$ cat config.mk
export PLATFORM = sky130hd
export DESIGN_NAME = gearbox_param
export DESIGN_NICKNAME = d
export VERILOG_FILES = /design/src/rtl/gearbox_param.sv
export SDC_FILE = /design/constraint.sdc
export NUM_CORES = 1
export LEC_CHECK = 0
export ABC_CLOCK_PERIOD_IN_PS = 6890
export CAP_MARGIN = 20
export CORE_MARGIN = 1
export CORE_UTILIZATION = 55
export DETAILED_ROUTE_END_ITERATION = 10
export PLACE_DENSITY = 0.7
export SYNTH_ARGS = -nofsm -noshare
export SYNTH_HDL_FRONTEND = slang
export SYNTH_SLANG_ARGS = --single-unit
$ cat constraint.sdc
create_clock -name clk -period 6.89 [get_ports clk]
set_input_delay 0.689 -clock clk [delete_from_list [all_inputs] [get_ports clk]]
set_output_delay 0.689 -clock clk [all_outputs]
set_load 0.02 [all_outputs]
$ cat src/rtl/gearbox_param.sv
// Parametrised IN_WORDS:OUT_WORDS word gearbox with per-word error tags,
// valid/ready on both sides, zero-padded flush of a partial tail and sticky overflow.
module gearbox_param #(
    parameter  int WORDSIZE    = 16,
    parameter  int IN_WORDS    = 4,
    parameter  int OUT_WORDS   = 3,
    parameter  int DEPTH_WORDS = 40,
    localparam int CNTW        = $clog2(DEPTH_WORDS + 1),
    localparam int PADW        = $clog2(OUT_WORDS + 1)
) (
    input  logic                          clk,
    input  logic                          reset,
    input  logic [IN_WORDS*WORDSIZE-1:0]  in_data,
    input  logic                          in_valid,
    input  logic                          in_error,
    output logic                          in_ready,
    input  logic                          in_flush,
    output logic [OUT_WORDS*WORDSIZE-1:0] out_data,
    output logic                          out_valid,
    input  logic                          out_ready,
    output logic                          out_error,
    output logic [PADW-1:0]               out_pad_words,
    output logic [CNTW-1:0]               level,
    output logic                          overflow
);

    localparam int PTRW = $clog2(DEPTH_WORDS);

    typedef enum logic {
        ST_RUN   = 1'b0,
        ST_FLUSH = 1'b1
    } state_t;

    generate
        if (DEPTH_WORDS < IN_WORDS + OUT_WORDS) begin : g_bad_depth
            $error("gearbox_param: DEPTH_WORDS must be >= IN_WORDS + OUT_WORDS");
        end
    endgenerate

    // Circular index: base + off modulo DEPTH_WORDS, valid for off <= DEPTH_WORDS.
    function automatic logic [PTRW-1:0] wrap_add(input logic [PTRW-1:0] base,
                                                 input int unsigned     off);
        logic [PTRW:0] sum;
        sum = {1'b0, base} + (PTRW+1)'(off);
        if (sum >= (PTRW+1)'(DEPTH_WORDS))
            sum = sum - (PTRW+1)'(DEPTH_WORDS);
        return sum[PTRW-1:0];
    endfunction

    logic [WORDSIZE-1:0]    r_mem [DEPTH_WORDS];
    logic [DEPTH_WORDS-1:0] r_tag;
    logic [PTRW-1:0]        r_rd_ptr;
    logic [PTRW-1:0]        r_wr_ptr;
    logic [CNTW-1:0]        r_level;
    logic                   r_overflow;
    state_t                 r_state;

    state_t                 w_state_next;
    logic                   w_in_ready;
    logic                   w_out_valid;
    logic [PADW-1:0]        w_pad;
    logic [CNTW-1:0]        w_real;
    logic [CNTW-1:0]        w_level_next;
    logic                   w_push;
    logic                   w_pop;
    logic                   w_err;
    logic [PTRW-1:0]        w_rd_idx [OUT_WORDS];
    logic [PTRW-1:0]        w_wr_idx [IN_WORDS];

    for (genvar k = 0; k < OUT_WORDS; k++) begin : g_rd_idx
        assign w_rd_idx[k] = wrap_add(r_rd_ptr, k);
    end
    for (genvar k = 0; k < IN_WORDS; k++) begin : g_wr_idx
        assign w_wr_idx[k] = wrap_add(r_wr_ptr, k);
    end

    assign w_real = (r_level >= CNTW'(OUT_WORDS)) ? CNTW'(OUT_WORDS) : r_level;
    assign w_push = in_valid & w_in_ready;
    assign w_pop  = w_out_valid & out_ready;

    always_comb begin
        w_level_next = r_level;
        if (w_push)
            w_level_next = w_level_next + CNTW'(IN_WORDS);
        if (w_pop)
            w_level_next = w_level_next - w_real;
    end

    // NOTE: state registers use non-blocking assignments so every flop samples pre-edge values.
    always_ff @(posedge clk) begin
        if (reset)
            r_state <= ST_RUN;
        else
            r_state <= w_state_next;
    end

    // A push in the flush cycle is counted before deciding whether there is a tail to drain.
    always_comb begin
        w_state_next = r_state;
        case (r_state)
            ST_RUN:   if (in_flush && w_level_next != '0) w_state_next = ST_FLUSH;
            ST_FLUSH: if (w_pop && w_level_next == '0) w_state_next = ST_RUN;
            default:  w_state_next = ST_RUN;
        endcase
    end

    // NOTE: every always_comb output gets a default first so no path can infer a latch.
    always_comb begin
        w_in_ready  = 1'b0;
        w_out_valid = 1'b0;
        w_pad       = '0;
        case (r_state)
            ST_RUN: begin
                w_in_ready  = (CNTW'(DEPTH_WORDS) - r_level) >= CNTW'(IN_WORDS);
                w_out_valid = r_level >= CNTW'(OUT_WORDS);
            end
            ST_FLUSH: begin
                w_out_valid = r_level != '0;
                w_pad       = PADW'(OUT_WORDS) - PADW'(w_real);
            end
            default: ;
        endcase
    end

    always_comb begin
        out_data = '0;
        w_err    = 1'b0;
        for (int k = 0; k < OUT_WORDS; k++) begin
            if (w_out_valid && CNTW'(k) < w_real) begin
                out_data[k*WORDSIZE +: WORDSIZE] = r_mem[w_rd_idx[k]];
                w_err = w_err | r_tag[w_rd_idx[k]];
            end
        end
    end

    always_ff @(posedge clk) begin
        if (reset) begin
            r_rd_ptr   <= '0;
            r_wr_ptr   <= '0;
            r_level    <= '0;
            r_overflow <= 1'b0;
            r_tag      <= '0;
        end else begin
            r_level <= w_level_next;
            if (w_push) begin
                r_wr_ptr <= wrap_add(r_wr_ptr, IN_WORDS);
                for (int k = 0; k < IN_WORDS; k++)
                    r_tag[w_wr_idx[k]] <= in_error;
            end
            if (w_pop)
                r_rd_ptr <= wrap_add(r_rd_ptr, 32'(w_real));
            if (in_valid && !w_in_ready)
                r_overflow <= 1'b1;
        end
    end

    // NOTE: the word storage has no reset; level masks stale entries from the output.
    always_ff @(posedge clk) begin
        if (w_push) begin
            for (int k = 0; k < IN_WORDS; k++)
                r_mem[w_wr_idx[k]] <= in_data[k*WORDSIZE +: WORDSIZE];
        end
    end

    assign in_ready      = w_in_ready;
    assign out_valid     = w_out_valid;
    assign out_error     = w_err;
    assign out_pad_words = w_pad;
    assign level         = r_level;
    assign overflow      = r_overflow;

endmodule

### After elaboration in Yosys (flattened, before gate mapping)

Memory sizes are Yosys's and may differ from the RTL's.
Cells that the tools add are included.

* register bits: 60
* memory bits (writable): 640
* bits of input ports: 70
* output and inout bits: 60
* memories: 1

* add/sub/neg operators: 20
* order comparisons: 25
* multiplexer cells: 44
* bitwise gates (word level): 5
* reduce and logical (&&, ||, !) cells: 14

Memory list
* r_mem: words 40, width 16, rd ports 3, clocked after memory_dff 0, wr ports 4, RTL line 50 `logic [WORDSIZE-1:0] r_mem [DEPTH_WORDS];`

Operator list (count)
* bitwise mux 40 bit: 4
* two-way mux 6 bit: 12
* subtractor 6 bit, second input constant: 9
* greater-or-equal comparator 7 x 6 -> 1 bit, second input constant: 7
* less-than comparator 6 x 7 -> 1 bit, second input constant: 7
* two-way mux 16 bit: 3
* demux 1 bit (select 6 bit): 4
* greater-or-equal comparator 6 x 1 -> 1 bit, second input constant: 4
* adder 6 x 2 -> 7 bit, second input constant: 3
* binary-select mux 1 bit (select 6 bit): 3
* two-way mux 1 bit: 15
* adder 6 x 1 -> 7 bit, second input constant: 2
* greater-or-equal comparator 6 bit, second input constant: 2
* less-than comparator 1 x 6 -> 1 bit, first input constant: 2
* nonzero test 6 bit: 2
* logical AND 1 bit: 10
* adder 6 x 3 -> 7 bit, second input constant: 1
* adder 6 x 6 -> 7 bit: 1
* adder 6 x 3 -> 6 bit, second input constant: 1
* greater-or-equal comparator 6 x 2 -> 1 bit, second input constant: 1
* greater-or-equal comparator 6 x 3 -> 1 bit, second input constant: 1
* zero test 6 bit: 1
* less-than comparator 2 x 6 -> 1 bit, first input constant: 1
* subtractor 6 bit: 1
* 8 further kinds: 11

### Longest topological paths before layout

Gate-level depths: netlist of run 1.

* word-level depth: 11
* depth in mapped cells: 17
* mapped depth without buffers: 16

### Least setup slack after synthesis of run 1

No wires, ideal clock.

* kind: reg2reg
* from: register r_level[2], in the netlist level[2]
* to: register r_tag[10]
* library setup time: 0.128 ns
* arrival: 5.588 ns
* data required time: 6.762 ns
* setup slack: 1.175 ns
* stages on the path, launching flop included: 11
* buffers on the path: 1
* cell sequence: dfxtp_1 inv_1 ha_1 nand3b_1 a21oi_1 and3b_1 buf_2 nand2_1 nor3_1 mux2i_1 nor2_1

* cells in the longest elaborated chain, start to end: 4

RTL lines
* from (decl): RTL line 54 `logic [CNTW-1:0] r_level;`
* from (signal assigned): RTL line 144 `r_level <= w_level_next;`
* subtractor 6 bit: RTL line 114 `w_in_ready = (CNTW'(DEPTH_WORDS) - r_level) >= CNTW'(IN_WORDS);`
* greater-or-equal comparator 6 x 3 -> 1 bit: RTL line 114
* two-way mux 1 bit: RTL line 112 `case (r_state)`
* bitwise AND 1 bit: RTL line 78 `assign w_push = in_valid & w_in_ready;`
* to (signal, indexed assignment): RTL line 148 `r_tag[w_wr_idx[k]] <= in_error;`
* to (decl): RTL line 51 `logic [DEPTH_WORDS-1:0] r_tag;`

Every way passes these cells.
A chain may end at the register's enable or synchronous reset.

### Final worst setup path of run 1

* from: register r_rd_ptr[2]
* to: output out_data[35]

* cells in the longest elaborated chain, start to end: 5
* elaborated cells on any way between the ends: 6
* those cells by class: add/sub: 2; order compare: 1; mux: 2; memory: 1

RTL lines
* from (decl): RTL line 52 `logic [PTRW-1:0] r_rd_ptr;`
* from (signal assigned): RTL line 151 `r_rd_ptr <= wrap_add(r_rd_ptr, 32'(w_real));`
* adder 6 x 2 -> 7 bit (*): RTL line 44 `sum = {1'b0, base} + (PTRW+1)'(off);`
* subtractor 6 bit / greater-or-equal comparator 7 x 6 -> 1 bit (equally long branches): RTL line 46, 45
* two-way mux 6 bit (*): RTL line 45 `if (sum >= (PTRW+1)'(DEPTH_WORDS))`
* memory read (40 x 16 bit) (*)
* two-way mux 16 bit (*): RTL line 129 `if (w_out_valid && CNTW'(k) < w_real) begin`
* to (decl): RTL line 18 `output logic [OUT_WORDS*WORDSIZE-1:0] out_data,`

Every way passes the cells marked *; elsewhere a longest branch is shown, timed or not.

==> flow_metrics.env, run 1 <==
export IMPL_ant_nets=0
export IMPL_end_kind="primary output"
export IMPL_initial_core_util_pct=55.9
export IMPL_syn_area_um2=39400
export IMPL_grt_total_usage_pct=34.2
export IMPL_dp_slack_ns=1.24
export IMPL_hpwl_um=76300
export IMPL_rsz0062_at_grt="false"
export IMPL_cts_root_buffer="clkbuf_16"
export IMPL_tightest_slew_ns=1.18
export IMPL_die_h_um=270
export IMPL_ys_flop_type="edfxtp_1"
export IMPL_drv_cap=0
export IMPL_tns_ns=0
export IMPL_fin_ws_ns=0.519
export IMPL_multi_input_area_um2=18500
export IMPL_synth_edff_count=640
export IMPL_cts_reportedPaths_clkPinSlew_ns=0.06
export IMPL_n_fill_cell=4902
export IMPL_fin_worst_skew_ns=0.0212
export IMPL_hold_viol_final=0
export IMPL_syn_area_per_cell_um2=16.5
export IMPL_async_flop_share_pct=0
export IMPL_reg2regPathDepth=9
export IMPL_rows=97
export IMPL_setup_viol=0
export IMPL_clk_latency_ns=0.64
export IMPL_core_um2=70500
export IMPL_die_area_um2=72800
export IMPL_reg2reg_slack_ns=2.46
export IMPL_power_density_nw_per_um2=506
export IMPL_post_route_min_period_ns=6.37
export IMPL_cts_sinks=688
export IMPL_antenna_found_initial=3
export IMPL_syn_inst=2398
export IMPL_status="completed"
export IMPL_p_leak_nw=13.8
export IMPL_ios=130
export IMPL_grt_max_degree=145
export IMPL_drt_iter0_markers=3713
export IMPL_grt_pass1_vias=26600
export IMPL_syn_to_final_growth_pct=12.9
export IMPL_ys_warn_count=0
export IMPL_dpl_cell_area_um2=42000
export IMPL_stdcell_area_um2=44500
export IMPL_clockBufferDepth=3
export IMPL_wl_um=124000
export IMPL_seq_area_um2=20200
export IMPL_dr_pass1_iters=8
export IMPL_maxSlewHeadroom_pct=21.4
export IMPL_grt_overflow=0
export IMPL_numCtsBuffers=76
export IMPL_slew_violations=0
export IMPL_grt_pass1_wl_um=181000
export IMPL_worstSetupPathType="flop to primary output"
export IMPL_vias=26600
export IMPL_worstPathRequired_ns=6.20
export IMPL_ys_seq_elements=688
export IMPL_dieWidth_um=270
export IMPL_seq_area_frac_synth_pct=51.2
export IMPL_ir_drop_mv=0.460
export IMPL_drive_above_1_share_pct=31.9
export IMPL_layout_worst_path_cycle_share_pct=92.5
export IMPL_fin_util_pct=63.1
export IMPL_fmax_mhz=157
export IMPL_io_buffers=129
export IMPL_synthDistinctLibCells=84
export IMPL_cp_start_kind="flop"
export IMPL_ctsHoldBuffers=0
export IMPL_layout_nets=2579
export IMPL_path_max_fanout=27
export IMPL_critPathArrivalTime_ns=5.68
export IMPL_whs_ns=0.485
export IMPL_gp_congestion=0.952
export IMPL_h_tree_depth=3
export IMPL_avgViaCountPerCell=7.65
export IMPL_hold_depth=2
export IMPL_drc_errors=0
export IMPL_postCtsSetupRepairBufs=0
export IMPL_cts_resized=0
export IMPL_wl_per_cell_um=35.6
export IMPL_hold_path_class="flop to flop"
export IMPL_cts_tree="yes"
==> where the power goes <==
part / total, mW / internal, mW / leakage, nW / switching (mW)
logic: 13.2 / 5.70 / 6.43 / 7.49
registers: 5.20 / 4.87 / 6.18 / 0.325
clock network: 4.13 / 2.42 / 1.21 / 1.71
total: 22.5 / 13.0 / 13.8 / 9.53
==> synthesized netlist by cell type (all sizes together), types with 15 or more instances <==
master	count	share of area, %
a32oi	31	0.69
mux4	522	30
inv	32	0.30
a21oi	41	0.52
mux2i	118	3.0
mux2	21	0.60
ha	32	1.0
o221a	16	0.46
clkbuf	109	1.0
edfxtp	640	49
a22oi	33	0.63
a211oi	38	0.85
xnor2	15	0.33
o21ai	97	1.2
nand2	128	1.3
nor2	114	1.1
a31oi	22	0.39
nand3	63	0.80
nor3	22	0.28
buf	98	1.4
dfxtp	48	2.4
==> layout make-up <==
class                      count  area share [%]
sequential                   688            45.3
multi-input combinational   1471            41.5
timing repair buffer         206            4.65
clock buffer                  94            4.61
tap                          940            2.64
clock inverter                40           0.950
inverter                      33           0.289
antenna                        1         0.00562
==> sequential cells by signal, indices dropped and copies added, names as in the netlist <==
name	flops
r_tag	30
r_state	1
r_rd_ptr	6
level	6
overflow	1
r_wr_ptr	4
r_mem	640
==> metrics by stage <==
| step | std cells | power [mW] |
|---|---|---|
| after floorplan | 2399 | 13.7 |
| after global routing | 3472 | 23.3 |
| final | 3473 | 22.5 |
| after detailed placement | 3336 | 18.2 |
| after CTS | 3470 | 22.3 |
| after global placement | 3333 | 18.1 |
==> logic make-up after synthesis <==
group | count (synthesis) | share of synthesized area [%]
other | 2 | 0.0190
adders and majority gates | 33 | 1.07
DFF | 688 | 51.2
muxes | 661 | 33.4
xor gates and xnor gates | 22 | 0.488
buffers and inverters | 240 | 2.71
AOI/OAI and AO/OA | 355 | 6.48
and+or+nand+nor | 397 | 4.68
==> path summary, 6_finish.rpt <==
check,start,end
max,r_rd_ptr[2],out_data[35]
min,overflow,overflow
min reg2reg,overflow,overflow
max reg2reg,level[2],r_mem[30][7]
==> per-layer routing <==
| metal | global-route usage [%] | up-vias | wire, um |
|---|---|---|---|
| li1 | - | 10400 | - |
| met3 | 9.36 | 354 | 16000 |
| met1 | 44.5 | 13600 | 43200 |
| met5 | 0 | - | 14 |
| met4 | 16.7 | 2 | 6280 |
| met2 | 53.7 | 2176 | 58200 |
==> critical path, cell delays in order, from the launching register on <==
cell and delay, ns:
dfxtp_4 0.72, buf_4 0.59, nand3_1 0.23, xnor2_1 0.36
ha_1 0.22, inv_1 0.10, a41oi_1 0.34, nand2_1 0.15
o311ai_4 0.24, buf_4 0.60, mux4_2 0.58, o221a_2 0.32
clkdlybuf4s50_1 0.55
==> placed cells by master, fill, tap and decap left out, types with 10 or more instances in the layout <==
master           instances
mux2_2                  21
buf_4                   63
nor3_1                  20
clkinv_1                14
ha_1                    30
a211oi_1                28
inv_1                   24
o22ai_1                 11
edfxtp_1               640
mux2i_1                117
clkbuf_16               79
clkdlybuf4s50_1        128
a22oi_1                 33
a211oi_2                10
o21ai_0                 87
a31oi_1                 21
nand2_1                126
nand3_1                 63
buf_12                  10
a21oi_1                 40
o21ai_1                 10
mux4_2                 522
xnor2_1                 14
a32oi_1                 31
clkbuf_1                13
clkinv_2                11
nor2_4                  13
nor2_1                  95
nand2b_1                11
dfxtp_1                 45
(Power assumes the default switching activity.)
==> run 2, diff against run 1 <==
CORE_UTILIZATION = 60   (was 55)
PLACE_DENSITY = 0.75   (was 0.7)
==> flow_metrics.env, run 2 (synthesis gave the netlist of run 1 again) <==
export IMPL_avgViaCountPerCell=7.97
export IMPL_h_tree_depth=3
export IMPL_antenna_found_initial=2
export IMPL_cts_tree="yes"
export IMPL_layout_worst_path_cycle_share_pct=98.9
export IMPL_layout_commonest_cell="edfxtp_1"
export IMPL_crit_slowest_cell="o211ai_4"
export IMPL_setup_viol=0
export IMPL_maxSlewHeadroom_pct=16.8
export IMPL_post_route_min_period_ns=6.81
export IMPL_tns_ns=0
export IMPL_critPathArrivalTime_ns=6.12
export IMPL_hold_path_class="flop to flop"
export IMPL_ctsHoldBuffers=0
export IMPL_clk_latency_ns=0.63
export IMPL_grt_overflow=0
export IMPL_status="completed"
export IMPL_ir_drop_mv=0.577
export IMPL_tightest_slew_ns=1.25
export IMPL_end_kind="primary output"
export IMPL_rows=93
export IMPL_slew_violations=0
export IMPL_cts_reportedPaths_clkPinSlew_ns=0.06
export IMPL_grt_total_usage_pct=37.6
export IMPL_slowest_delay_ns=0.74
export IMPL_syn_to_final_growth_pct=11.9
export IMPL_crit_chain="ha_1 -> nand3_1 -> xnor2_1 -> inv_1 -> ha_1 -> o211a_2 -> o211ai_4 -> nand2_4 -> mux2_2 -> a211oi_1 -> clkdlybuf4s50_1"
export IMPL_cpMostUsedCell="ha_1"
export IMPL_rsz0062_at_grt="false"
export IMPL_die_area_um2=66800
export IMPL_fin_worst_skew_ns=0.0275
export IMPL_dr_pass1_iters=6
export IMPL_worstSetupPathType="flop to primary output"
export IMPL_power_total_mw=22.2
export IMPL_initial_core_util_pct=61.0
export IMPL_vias=26900
export IMPL_gp_congestion=0.951
export IMPL_dieWidth_um=258
export IMPL_clockBufferDepth=3
export IMPL_p_leak_nw=13.7
export IMPL_grt_max_degree=133
export IMPL_core_um2=64700
export IMPL_n_fill_cell=4196
export IMPL_drc_errors=0
export IMPL_hpwl_um=72000
export IMPL_io_buffers=129
export IMPL_drv_cap=0
export IMPL_ant_nets=0
export IMPL_postCtsSetupRepairBufs=0
export IMPL_drive_above_1_share_pct=31.5
export IMPL_cp_start_kind="flop"
export IMPL_cts_resized=0
export IMPL_cts_root_buffer="clkbuf_16"
export IMPL_wl_per_cell_um=36.6
export IMPL_layout_nets=2564
export IMPL_worstPathRequired_ns=6.20
export IMPL_layout_common_cells="640 x edfxtp_1, 522 x mux4_2, 128 x clkdlybuf4s50_1"
export IMPL_power_density_nw_per_um2=503
export IMPL_ios=130
export IMPL_grt_pass1_vias=26800
export IMPL_grt_pass1_wl_um=181000
export IMPL_cts_sinks=688
export IMPL_wl_um=124000
export IMPL_fmax_mhz=147
export IMPL_numCtsBuffers=74
export IMPL_path_max_fanout=21
export IMPL_die_h_um=258
export IMPL_hold_viol_final=0
export IMPL_largest_reg_flops=640
export IMPL_drt_iter0_markers=4252
[run 2: report_power, final]
| part | internal, mW | total [mW] | switching (mW) | leakage [nW] |
|---|---|---|---|---|
| logic | 5.62 | 13.0 | 7.43 | 6.35 |
| registers | 4.87 | 5.21 | 0.339 | 6.18 |
| clock network | 2.28 | 3.94 | 1.67 | 1.15 |
| total | 12.8 | 22.2 | 9.44 | 13.7 |
[run 2: final cells by class]
cell class	count	area [um2]	share of cell area, %
Antenna cell	1	2.50	0.00567
Clock buffer	94	2030	4.61
Clock inverter	38	324	0.734
Inverter	33	129	0.292
Multi-Input combinational cell	1471	18500	41.9
Sequential cell	688	20200	45.8
Tap cell	855	1070	2.42
Timing Repair Buffer	193	1900	4.30
[run 2: routing by layer]
metal	share of wire, %	vias up	global-route usage, %	routed length (um)
met3	15	421	10.6	18200
met5	0.011	-	0	13
met2	46	2434	56.9	57000
met1	34	13700	50.6	41600
met4	5.4	2	19.1	6720
li1	-	10400	-	-
[run 2: critical path, delay by kind of cell, from the launching register on]
kind | cells | cell delay (ns)
AO/OA/AOI/OAI | 3 | 1.48
buffers and inverters | 2 | 0.87
adder cells (fa/ha/maj) | 2 | 0.82
AND/OR/NAND/NOR | 2 | 0.77
XOR/XNOR | 1 | 0.55
multiplexers | 1 | 0.47
flip-flops | 1 | 0.54
[run 2: final timing paths]
check	start	endpoint	slack [ns]	cells after the start
max	r_rd_ptr[1]	out_data[29]	0.08	11
min	overflow	overflow	0.47	2
max reg2reg	level[2]	r_rd_ptr[3]	2.48	15
min reg2reg	overflow	overflow	0.47	2
[run 2: through the flow]
stage                     instance area [um2]  hold WS, ns  util (%)  worst slack, ns  std cells
after detailed placement                41700        0.464      64.4            0.967       3236
after global routing                    44100        0.502      68.2           0.0217       3373
after floorplan                         39500        0.456         -             1.17       2399
after CTS                               44000        0.478      68.1            0.266       3368
after global placement                  41700        0.450      64.4             1.09       3235
final                                   44100        0.470      68.2           0.0772       3373
